<file path="src/rtl/d_branch_ctrl.sv">
// -----------------------------------------------------------------------------
// d_branch_ctrl
//
// ID-stage branch/jump resolution controller for a MIPS-style pipeline.
// Decodes beq, bne, j, jal and jr in the ID stage. It stalls the front end
// while a needed register operand is still in flight. One cycle after the
// operands become available, it issues a registered, single-cycle redirect
// pulse.
//
// Optional feature macro: BRANCH_DELAY_SLOT_EN
//   defined     : the delay-slot instruction executes. o_con_flush stays 0 and
//                 the link value is pcplus4 + 4.
//   not defined : every taken redirect squashes IF/ID (o_con_flush pulses) and
//                 the link value is pcplus4.
//
// Ports
//   i_clk           rising-edge clock
//   i_rst           asynchronous active-high reset
//   i_valid         ID-stage instruction valid
//   i_instr         ID-stage instruction word
//   i_addr_pcplus4  PC+4 of the ID instruction
//   i_data_rs       forwarded rs operand (instr[25:21])
//   i_data_rt       forwarded rt operand (instr[20:16])
//   i_con_rs_busy   rs value not yet available
//   i_con_rt_busy   rt value not yet available
//   o_con_jump      01 = j/jal, 10 = jr, 00 = none (pulse)
//   o_con_ifbranch  taken conditional branch (pulse)
//   o_addr_jump     j/jal target (holds between redirects)
//   o_addr_jumpr    jr target (holds between redirects)
//   o_addr_branch   branch target (holds between redirects)
//   o_con_stall     combinational: hold PC and IF/ID
//   o_con_flush     squash IF/ID (pulse)
//   o_con_link      write $31 for jal (pulse)
//   o_addr_link     value written to $31 (holds between redirects)
//   o_cnt_redirect  saturating count of taken redirects
// -----------------------------------------------------------------------------
module d_branch_ctrl (
    input  logic        i_clk,
    input  logic        i_rst,
    input  logic        i_valid,
    input  logic [31:0] i_instr,
    input  logic [31:0] i_addr_pcplus4,
    input  logic [31:0] i_data_rs,
    input  logic [31:0] i_data_rt,
    input  logic        i_con_rs_busy,
    input  logic        i_con_rt_busy,
    output logic [1:0]  o_con_jump,
    output logic        o_con_ifbranch,
    output logic [31:0] o_addr_jump,
    output logic [31:0] o_addr_jumpr,
    output logic [31:0] o_addr_branch,
    output logic        o_con_stall,
    output logic        o_con_flush,
    output logic        o_con_link,
    output logic [31:0] o_addr_link,
    output logic [15:0] o_cnt_redirect
);

    typedef enum logic [1:0] {
        S_IDLE    = 2'd0,
        S_WAIT    = 2'd1,
        S_RESOLVE = 2'd2
    } state_t;

    typedef enum logic [2:0] {
        K_NONE = 3'd0,
        K_BEQ  = 3'd1,
        K_BNE  = 3'd2,
        K_J    = 3'd3,
        K_JAL  = 3'd4,
        K_JR   = 3'd5
    } kind_t;

    localparam logic [5:0] OP_SPECIAL = 6'h00;
    localparam logic [5:0] OP_J       = 6'h02;
    localparam logic [5:0] OP_JAL     = 6'h03;
    localparam logic [5:0] OP_BEQ     = 6'h04;
    localparam logic [5:0] OP_BNE     = 6'h05;
    localparam logic [5:0] FN_JR      = 6'h08;

    // True while an operand this instruction depends on is still in flight.
    function automatic logic operands_blocked(input kind_t k, input logic rs_busy,
                                              input logic rt_busy);
        case (k)
            K_BEQ, K_BNE: return rs_busy | rt_busy;
            K_JR:         return rs_busy;
            default:      return 1'b0;
        endcase
    endfunction

    // ------------------------------------------------------------------ decode
    kind_t dec_kind;

    always_comb begin
        dec_kind = K_NONE;
        case (i_instr[31:26])
            OP_BEQ:     dec_kind = K_BEQ;
            OP_BNE:     dec_kind = K_BNE;
            OP_J:       dec_kind = K_J;
            OP_JAL:     dec_kind = K_JAL;
            OP_SPECIAL: if (i_instr[5:0] == FN_JR) dec_kind = K_JR;
            default:    dec_kind = K_NONE;
        endcase
    end

    // --------------------------------------------------------------- registers
    state_t      state_q,       state_d;
    kind_t       kind_q,        kind_d;
    logic [31:0] pc_q,          pc_d;
    logic [25:0] idx_q,         idx_d;

    logic [1:0]  con_jump_q,    con_jump_d;
    logic        ifbranch_q,    ifbranch_d;
    logic        flush_q,       flush_d;
    logic        link_q,        link_d;
    logic [31:0] addr_jump_q,   addr_jump_d;
    logic [31:0] addr_jumpr_q,  addr_jumpr_d;
    logic [31:0] addr_branch_q, addr_branch_d;
    logic [31:0] addr_link_q,   addr_link_d;
    logic [15:0] cnt_q,         cnt_d;

    // Resolution context: in IDLE the live decode is used directly, in WAIT
    // the captured instruction is used with the operands sampled this cycle.
    logic        resolve_go;
    kind_t       res_kind;
    logic [31:0] res_pc;
    logic [25:0] res_idx;
    logic        taken;
    logic [31:0] br_offset;

    always_comb begin
        state_d       = state_q;
        kind_d        = kind_q;
        pc_d          = pc_q;
        idx_d         = idx_q;
        resolve_go    = 1'b0;
        res_kind      = kind_q;
        res_pc        = pc_q;
        res_idx       = idx_q;

        case (state_q)
            S_IDLE: begin
                if (i_valid && (dec_kind != K_NONE)) begin
                    kind_d = dec_kind;
                    pc_d   = i_addr_pcplus4;
                    idx_d  = i_instr[25:0];
                    if (operands_blocked(dec_kind, i_con_rs_busy, i_con_rt_busy)) begin
                        state_d = S_WAIT;
                    end else begin
                        state_d    = S_RESOLVE;
                        resolve_go = 1'b1;
                        res_kind   = dec_kind;
                        res_pc     = i_addr_pcplus4;
                        res_idx    = i_instr[25:0];
                    end
                end
            end
            S_WAIT: begin
                if (!operands_blocked(kind_q, i_con_rs_busy, i_con_rt_busy)) begin
                    state_d    = S_RESOLVE;
                    resolve_go = 1'b1;
                end
            end
            S_RESOLVE: begin
                state_d = S_IDLE;
            end
            default: begin
                state_d = S_IDLE;
            end
        endcase
    end

    // Redirect outputs are computed on the transition into RESOLVE so they
    // appear registered, as a one-cycle pulse, during the RESOLVE cycle.
    always_comb begin
        con_jump_d    = 2'b00;
        ifbranch_d    = 1'b0;
        flush_d       = 1'b0;
        link_d        = 1'b0;
        addr_jump_d   = addr_jump_q;
        addr_jumpr_d  = addr_jumpr_q;
        addr_branch_d = addr_branch_q;
        addr_link_d   = addr_link_q;
        cnt_d         = cnt_q;
        taken         = 1'b0;
        br_offset     = {{14{res_idx[15]}}, res_idx[15:0], 2'b00};

        if (resolve_go) begin
            case (res_kind)
                K_BEQ, K_BNE: begin
                    taken = (res_kind == K_BEQ) ? (i_data_rs == i_data_rt)
                                                : (i_data_rs != i_data_rt);
                    if (taken) begin
                        ifbranch_d    = 1'b1;
                        addr_branch_d = res_pc + br_offset;
                    end
                end
                K_J, K_JAL: begin
                    taken       = 1'b1;
                    con_jump_d  = 2'b01;
                    addr_jump_d = {res_pc[31:28], res_idx, 2'b00};
                    if (res_kind == K_JAL) begin
                        link_d = 1'b1;
`ifdef BRANCH_DELAY_SLOT_EN
                        addr_link_d = res_pc + 32'd4;
`else
                        addr_link_d = res_pc;
`endif
                    end
                end
                K_JR: begin
                    taken        = 1'b1;
                    con_jump_d   = 2'b10;
                    addr_jumpr_d = i_data_rs;
                end
                default: begin
                    taken = 1'b0;
                end
            endcase

            if (taken) begin
`ifdef BRANCH_DELAY_SLOT_EN
                flush_d = 1'b0;
`else
                flush_d = 1'b1;
`endif
                if (cnt_q != 16'hFFFF) begin
                    cnt_d = cnt_q + 16'd1;
                end
            end
        end
    end

    always_ff @(posedge i_clk or posedge i_rst) begin
        if (i_rst) begin
            state_q       <= S_IDLE;
            kind_q        <= K_NONE;
            pc_q          <= '0;
            idx_q         <= '0;
            con_jump_q    <= '0;
            ifbranch_q    <= 1'b0;
            flush_q       <= 1'b0;
            link_q        <= 1'b0;
            addr_jump_q   <= '0;
            addr_jumpr_q  <= '0;
            addr_branch_q <= '0;
            addr_link_q   <= '0;
            cnt_q         <= '0;
        end else begin
            state_q       <= state_d;
            kind_q        <= kind_d;
            pc_q          <= pc_d;
            idx_q         <= idx_d;
            con_jump_q    <= con_jump_d;
            ifbranch_q    <= ifbranch_d;
            flush_q       <= flush_d;
            link_q        <= link_d;
            addr_jump_q   <= addr_jump_d;
            addr_jumpr_q  <= addr_jumpr_d;
            addr_branch_q <= addr_branch_d;
            addr_link_q   <= addr_link_d;
            cnt_q         <= cnt_d;
        end
    end

    // ----------------------------------------------------------------- outputs
    // Stall is gated by reset so every output reads 0 while reset is asserted.
    assign o_con_stall = ~i_rst &
                         (((state_q == S_IDLE) & i_valid & (dec_kind != K_NONE)) |
                          (state_q == S_WAIT));

    assign o_con_jump     = con_jump_q;
    assign o_con_ifbranch = ifbranch_q;
    assign o_con_flush    = flush_q;
    assign o_con_link     = link_q;
    assign o_addr_jump    = addr_jump_q;
    assign o_addr_jumpr   = addr_jumpr_q;
    assign o_addr_branch  = addr_branch_q;
    assign o_addr_link    = addr_link_q;
    assign o_cnt_redirect = cnt_q;

endmodule

</file>
<file path="config.mk">
export PLATFORM = sky130hd
export DESIGN_NAME = d_branch_ctrl
export DESIGN_NICKNAME = d
export VERILOG_FILES = /design/src/rtl/d_branch_ctrl.sv
export SDC_FILE = /design/constraint.sdc
export NUM_CORES = 1
export LEC_CHECK = 0
export ABC_AREA = 1
export BUFFER_PORTS_ARGS = -buffer_cell sky130_fd_sc_hd__clkbuf_2
export CAP_MARGIN = 20
export CORE_ASPECT_RATIO = 0.6
export CORE_MARGIN = 3
export CORE_UTILIZATION = 45
export CTS_BUF_LIST = sky130_fd_sc_hd__clkbuf_8
export DETAILED_ROUTE_END_ITERATION = 8
export PLACE_DENSITY = 0.69
export SLEW_MARGIN = 20
export SYNTH_ARGS = -nofsm -noshare
export SYNTH_HDL_FRONTEND = slang
export SYNTH_SLANG_ARGS = --single-unit
</file>
<file path="constraint.sdc">
create_clock -name i_clk -period 9.8 [get_ports i_clk]
set_input_delay 0.49 -clock i_clk [delete_from_list [all_inputs] [get_ports i_clk]]
set_output_delay 0.49 -clock i_clk [all_outputs]
set_load 0.005 [all_outputs]
</file>
**Word-level counts from Yosys, hierarchy flattened**

Cells that the tools add are included.

- Register bits: 210
- Output and inout bits: 150
- Logic and storage cells: 96

- Bitwise logic cells: 6
- Equality and inequality tests: 22
- Reductions and logical operators: 16
- Add/sub/neg operators: 2
- Mux-type cells: 37

Operator list:

| cell | number |
|---|---|
| 32-bit 2-to-1 mux | 3 |
| 26-bit 2-to-1 mux | 3 |
| 32-bit adder | 1 |
| 32-bit equality test | 1 |
| 32-bit inequality test | 1 |
| 16-bit by 1-bit adder with 16-bit output (second input constant) | 1 |
| 1-bit 2-to-1 mux | 16 |
| 16-bit inequality test (second input constant) | 1 |
| 3-bit case mux with 5 select lines | 1 |
| 3-bit by 2-bit equality test with 1-bit output (second input constant) | 4 |
| 3-bit equality test (second input constant) | 4 |
| 6-bit by 2-bit equality test with 1-bit output (second input constant) | 2 |
| 6-bit by 3-bit equality test with 1-bit output (second input constant) | 2 |
| 3-bit 2-to-1 mux | 4 |
| 3-bit by 1-bit equality test with 1-bit output (second input constant) | 3 |
| 3-bit AND reduction | 3 |
| 2-bit 2-to-1 mux | 4 |
| 1-bit case mux with 2 select lines | 4 |
| 2-bit case mux with 2 select lines | 2 |
| 2-bit AND reduction | 4 |
| 2-bit OR reduction | 4 |
| 6-bit by 4-bit equality test with 1-bit output (second input constant) | 1 |
| 6-bit zero test | 1 |
| 2-bit inequality test (second input constant) | 2 |
| 8 further kinds | 11 |

**Logic depth before layout (Yosys ltp)**

- Word-level depth: 17
- Depth in mapped cells: 26
- Gate-level depth less buffers: 25

**Worst setup path before layout**

OpenSTA, ideal clock, no wires.

- Kind: input to register
- Start point: input i_instr[31]
- End point: register addr_branch_q[21], in the netlist o_addr_branch[21]
- Data arrival time: 3.660 ns
- Cell stages on the path: 23
- Setup slack: 6.024 ns
- Path buffers: 2
- Cell sequence: nor2_4 > nand2_2 > nor2_2 > nand2_1 > nand3_2 > inv_1 > nand2_1 > nand4_2 > clkbuf_1 > clkbuf_1 > o21ai_0 > ha_1 > nand3_1 > nand3_1 > a21boi_0 > o21ai_0 > a21oi_1 > o21ai_0 > nand2_1 > nand2_1 > xor2_1 > nand2_1 > nand2_1

RTL lines:

| what | RTL line | text |
|---|---|---|
| from (decl) | 41 | `input logic [31:0] i_instr,` |
| 6-bit by 2-bit equality test with 1-bit output, or another cell as far along | 96 | `case (i_instr[31:26])` |
| 3-bit case mux with 5 select lines * | 96 |  |
| 3-bit by 1-bit equality test with 1-bit output or 3-bit by 2-bit equality test with 1-bit output (tied branches) | 84 | `case (k)` |
| 2-bit OR reduction | 84 |  |
| 1-bit case mux with 2 select lines | 84 |  |
| 1-bit 2-to-1 mux | 143 | `if (i_valid && (dec_kind != K_NONE)) begin` |
| 1-bit 2-to-1 mux | 141 | `case (state_q)` |
| 32-bit 2-to-1 mux | 147 | `if (operands_blocked(dec_kind, i_con_rs_busy, i_con_rt_busy)) begin` |
| 32-bit 2-to-1 mux * | 143 |  |
| 32-bit 2-to-1 mux * | 141 |  |
| via res_pc[3] | 126 | `logic [31:0] res_pc;` |
| 32-bit adder * | 195 | `addr_branch_d = res_pc + br_offset;` |
| to (signal assigned) | 260 | `addr_branch_q <= addr_branch_d;` |
| to (decl) | 118 | `logic [31:0] addr_branch_q, addr_branch_d;` |

Mark *: on every way through the listed nets, which the timed path passes. The rest lies on a longest branch. The select of a mux whose other input is x is not followed.
A chain may end at the register's enable or synchronous reset.

**Final worst setup path**

- Start point: register state_q[0]
- End point: register addr_branch_q[13], in the netlist o_addr_branch[13]

RTL lines:

| what | RTL line | text |
|---|---|---|
| from (decl) | 107 | `state_t state_q, state_d;` |
| from (signal assigned) | 250 | `state_q <= state_d;` |
| 2-bit zero test | 141 |  |
| 32-bit 2-to-1 mux | 141 |  |
| via res_pc[3] | 126 |  |
| 32-bit adder | 195 |  |

The timed path passes the listed nets, and every way through them passes these cells.

==> results.toml <==
[worst_setup_path]
start_kind = "flop"
crit_path_max_incr_delay_ns = 0.61
cp_num_buf_inv = 1
cpMostUsedCell = "o21ai_0"
crit_path_end_kind = "flop"
crit_type = "flop to flop"
crit_chain = "nor2_1 > nand4_4 > buf_4 > o21ai_0 > ha_1 > nand3_1 > nand3_1 > a21boi_0 > o21ai_0 > a31oi_1 > o21ai_0 > xnor2_1 > o21ai_1"
arrival_ns = 4.86
crit_path_max_fanout = 96
reg2reg_depth = 13
timing.rr.end = "o_addr_branch[13]$_DFFE_PP0P_"
cp_num_cells = 13
critPathRequiredTime_ns = 10.20
reg2reg_slack_ns = 5.34
cp_slowest_cell = "o21ai_0"
cpLargestDelayFamily = "compound AO/OA/AOI/OAI gates"
r2r_start = "state_q[0]$_DFFE_PP0P_"

[synthesis]
synth.top_cells.by_count = "523 x nand2_1, 210 x dfrtp_1, 143 x o21ai_0, 120 x inv_1, 55 x nand3_1"
ys_seq_area_frac = 0.469
synth_area_leaders = "dfrtp_1 47%, nand2_1 18%, o21ai_0 6.4%"
synth_warnings = 0
yosysUniqueCellTypes = 47
synth_edf_count = 0
synth_area_leader_cell = "dfrtp_1"
ys_ff_latch = 210
syn-instance-count = 1422
yosysMostFrequentCell = "nand2_1"
avgSynthCellArea_sq_um = 7.87
synth-async-reset-ratio = 1.00
syn_area_sq_um = 11200
synth_top_area_frac = 0.469
synth_ff_type = "dfrtp_1"

[finish]
final_cells = 2039
drive_gt1_frac = 0.232
final_core_util = 0.553
area_growth_pct = 20.3
layout.nets = 1859
final_area_sq_um = 13500

[floorplan]
core_sq_um = 24300
die_h_um = 128
start_util = 0.460
pin_count = 283
die_w_um = 210
core.rowCount = 44
dieArea_sq_um = 26900

[global_routing]
antenna_found_initial = 6
grt_pass1_vias = 9562
top_usage_layer = "met1"
grt_start_max_net_pins = 113
grt_use_met2 = 0.315
met1_usage = 0.415
track_usage = 0.250
use_met3 = 0.0717
grt_overflow = 0
grt_pass1_wl_mm = 53.2

[clock_tree]
root_buffer = "clkbuf_8"
cts-resized-gates = 0
cts_hold_buf = 0
cts_tree = "built"
clk_pin_slew_worst_paths_ns = 0.07
clock_latency_ns = 0.54
clk_path_buf_depth = 3
cts.sinks = 210
ctsHtreeMaxLevel = 2
cts_made_buffers = 35
post_cts_buffers = 0

[drt]
wl_mm = 34.2
wl_per_cell_um = 16.8
initialDrtViolationCount = 971
first_pass_iters = 5
drc_errors = 0
antenna_left = 0
viasPerCell = 5.07
dr_total_vias = 10345

[hold_path]
min_path_type = "input port to async pin"

[timing]
rsz0062_at_grt = "no"
setup_tns_ns = 0
fmax_mhz = 224
tightest_slew_ns = 0.992
skew_ns = 0.0255
hold_viol = 0
period_share = 0.455
finalSetupViolCount = 0
timing.hold.ws_ns = 0.0608
slew_viol_final = 0
relSlewSlack = 0.338
period_needed_ns = 4.46

[placed_design]
placed_cells = 1980
io_buffers = 280
dp_hpwl_mm = 25.7
postPlaceCellArea_sq_um = 12800
gp_congestion = 0.903

[pwr]
ir_drop_mv = 0.117
p_per_area_nw_per_um2 = 203
leakage_nw = 7.55

[outcome]
outcome = "finished clean"

[run]
maxCapViolations = 0
[cells by family after synthesis]
kind of cell | after synthesis | synth area share
buf+inv | 180 | 0.0696
flops | 210 | 0.469
compound gates | 239 | 0.113
other cells | 1 | 0.000335
fa+ha+maj | 31 | 0.0353
xor+xnor | 58 | 0.0454
simple gates | 703 | 0.266
[layout by cell type (no fill, tap or decap), drive strengths merged, types with 2 or more instances in the layout]
master and instances:
conb 2, clkbuf 323, a31oi 3, or2 11, nand3 60, xnor2 37
inv 135, o21ai 190, a21o 3, dfrtp 210, nand2 547, a21oi 33
clkinv 6, buf 8, xor2 21, nand3b 2, nand4 11, a21boi 2
ha 30, o21bai 3, nor3 9, nor2 50, nor4 11
[cell type report]
class | instances | area [sq um]
fillers | 2339 | 10900
inverters | 127 | 487
flip-flops and latches | 210 | 5260
clock buffers | 43 | 592
well taps | 322 | 403
diodes | 1 | 2.50
repair buffers | 288 | 1460
clock inverters | 15 | 87.6
multi-input cells | 1033 | 5180
[worst max-delay path by stage]
stage	from	endpoint	slack, ns
after floorplan	i_rst	idx_q[0]$_DFFE_PP0P_	3.57
after global placement	i_instr[29]	o_addr_branch[13]$_DFFE_PP0P_	5.16
after detailed placement	i_instr[29]	o_addr_branch[13]$_DFFE_PP0P_	5.00
after CTS	state_q[0]$_DFFE_PP0P_	o_addr_branch[13]$_DFFE_PP0P_	5.49
after global routing	i_instr[31]	o_addr_branch[29]$_DFFE_PP0P_	5.11
final	state_q[0]$_DFFE_PP0P_	o_addr_branch[13]$_DFFE_PP0P_	5.34
[metrics by stage]
| step | power (mW) | setup WS (ns) |
|---|---|---|
| 2_1_floorplan | 1.63 | 3.57 |
| 4_1_cts | 2.73 | 5.49 |
| 3_5_place_dp | 1.95 | 5.00 |
| 6_report | 2.73 | 5.34 |
| 3_3_place_gp | 1.93 | 5.16 |
| 5_1_grt | 2.90 | 5.11 |
[state kept, by name, indices dropped and copies added (netlist names), 2 cells and up]
name            count
o_addr_jumpr       32
o_addr_link        32
o_addr_jump        30
o_addr_branch      32
pc_q               32
o_con_jump          2
o_cnt_redirect     16
state_q             2
kind_q              3
idx_q              26
[where the power goes]
group / internal, mW / total [mW] / switching (mW)
Clock: 0.420 / 0.774 / 0.354
Sequential: 0.982 / 1.05 / 0.0681
Combinational: 0.319 / 0.907 / 0.587
[routing by layer]
metal,vias to the layer above,wire (um)
met5,-,65
met4,10,516
met3,50,3350
met2,414,12600
met1,4771,17600
li1,5100,-
Note: power is estimated with default switching activity, not from simulation.
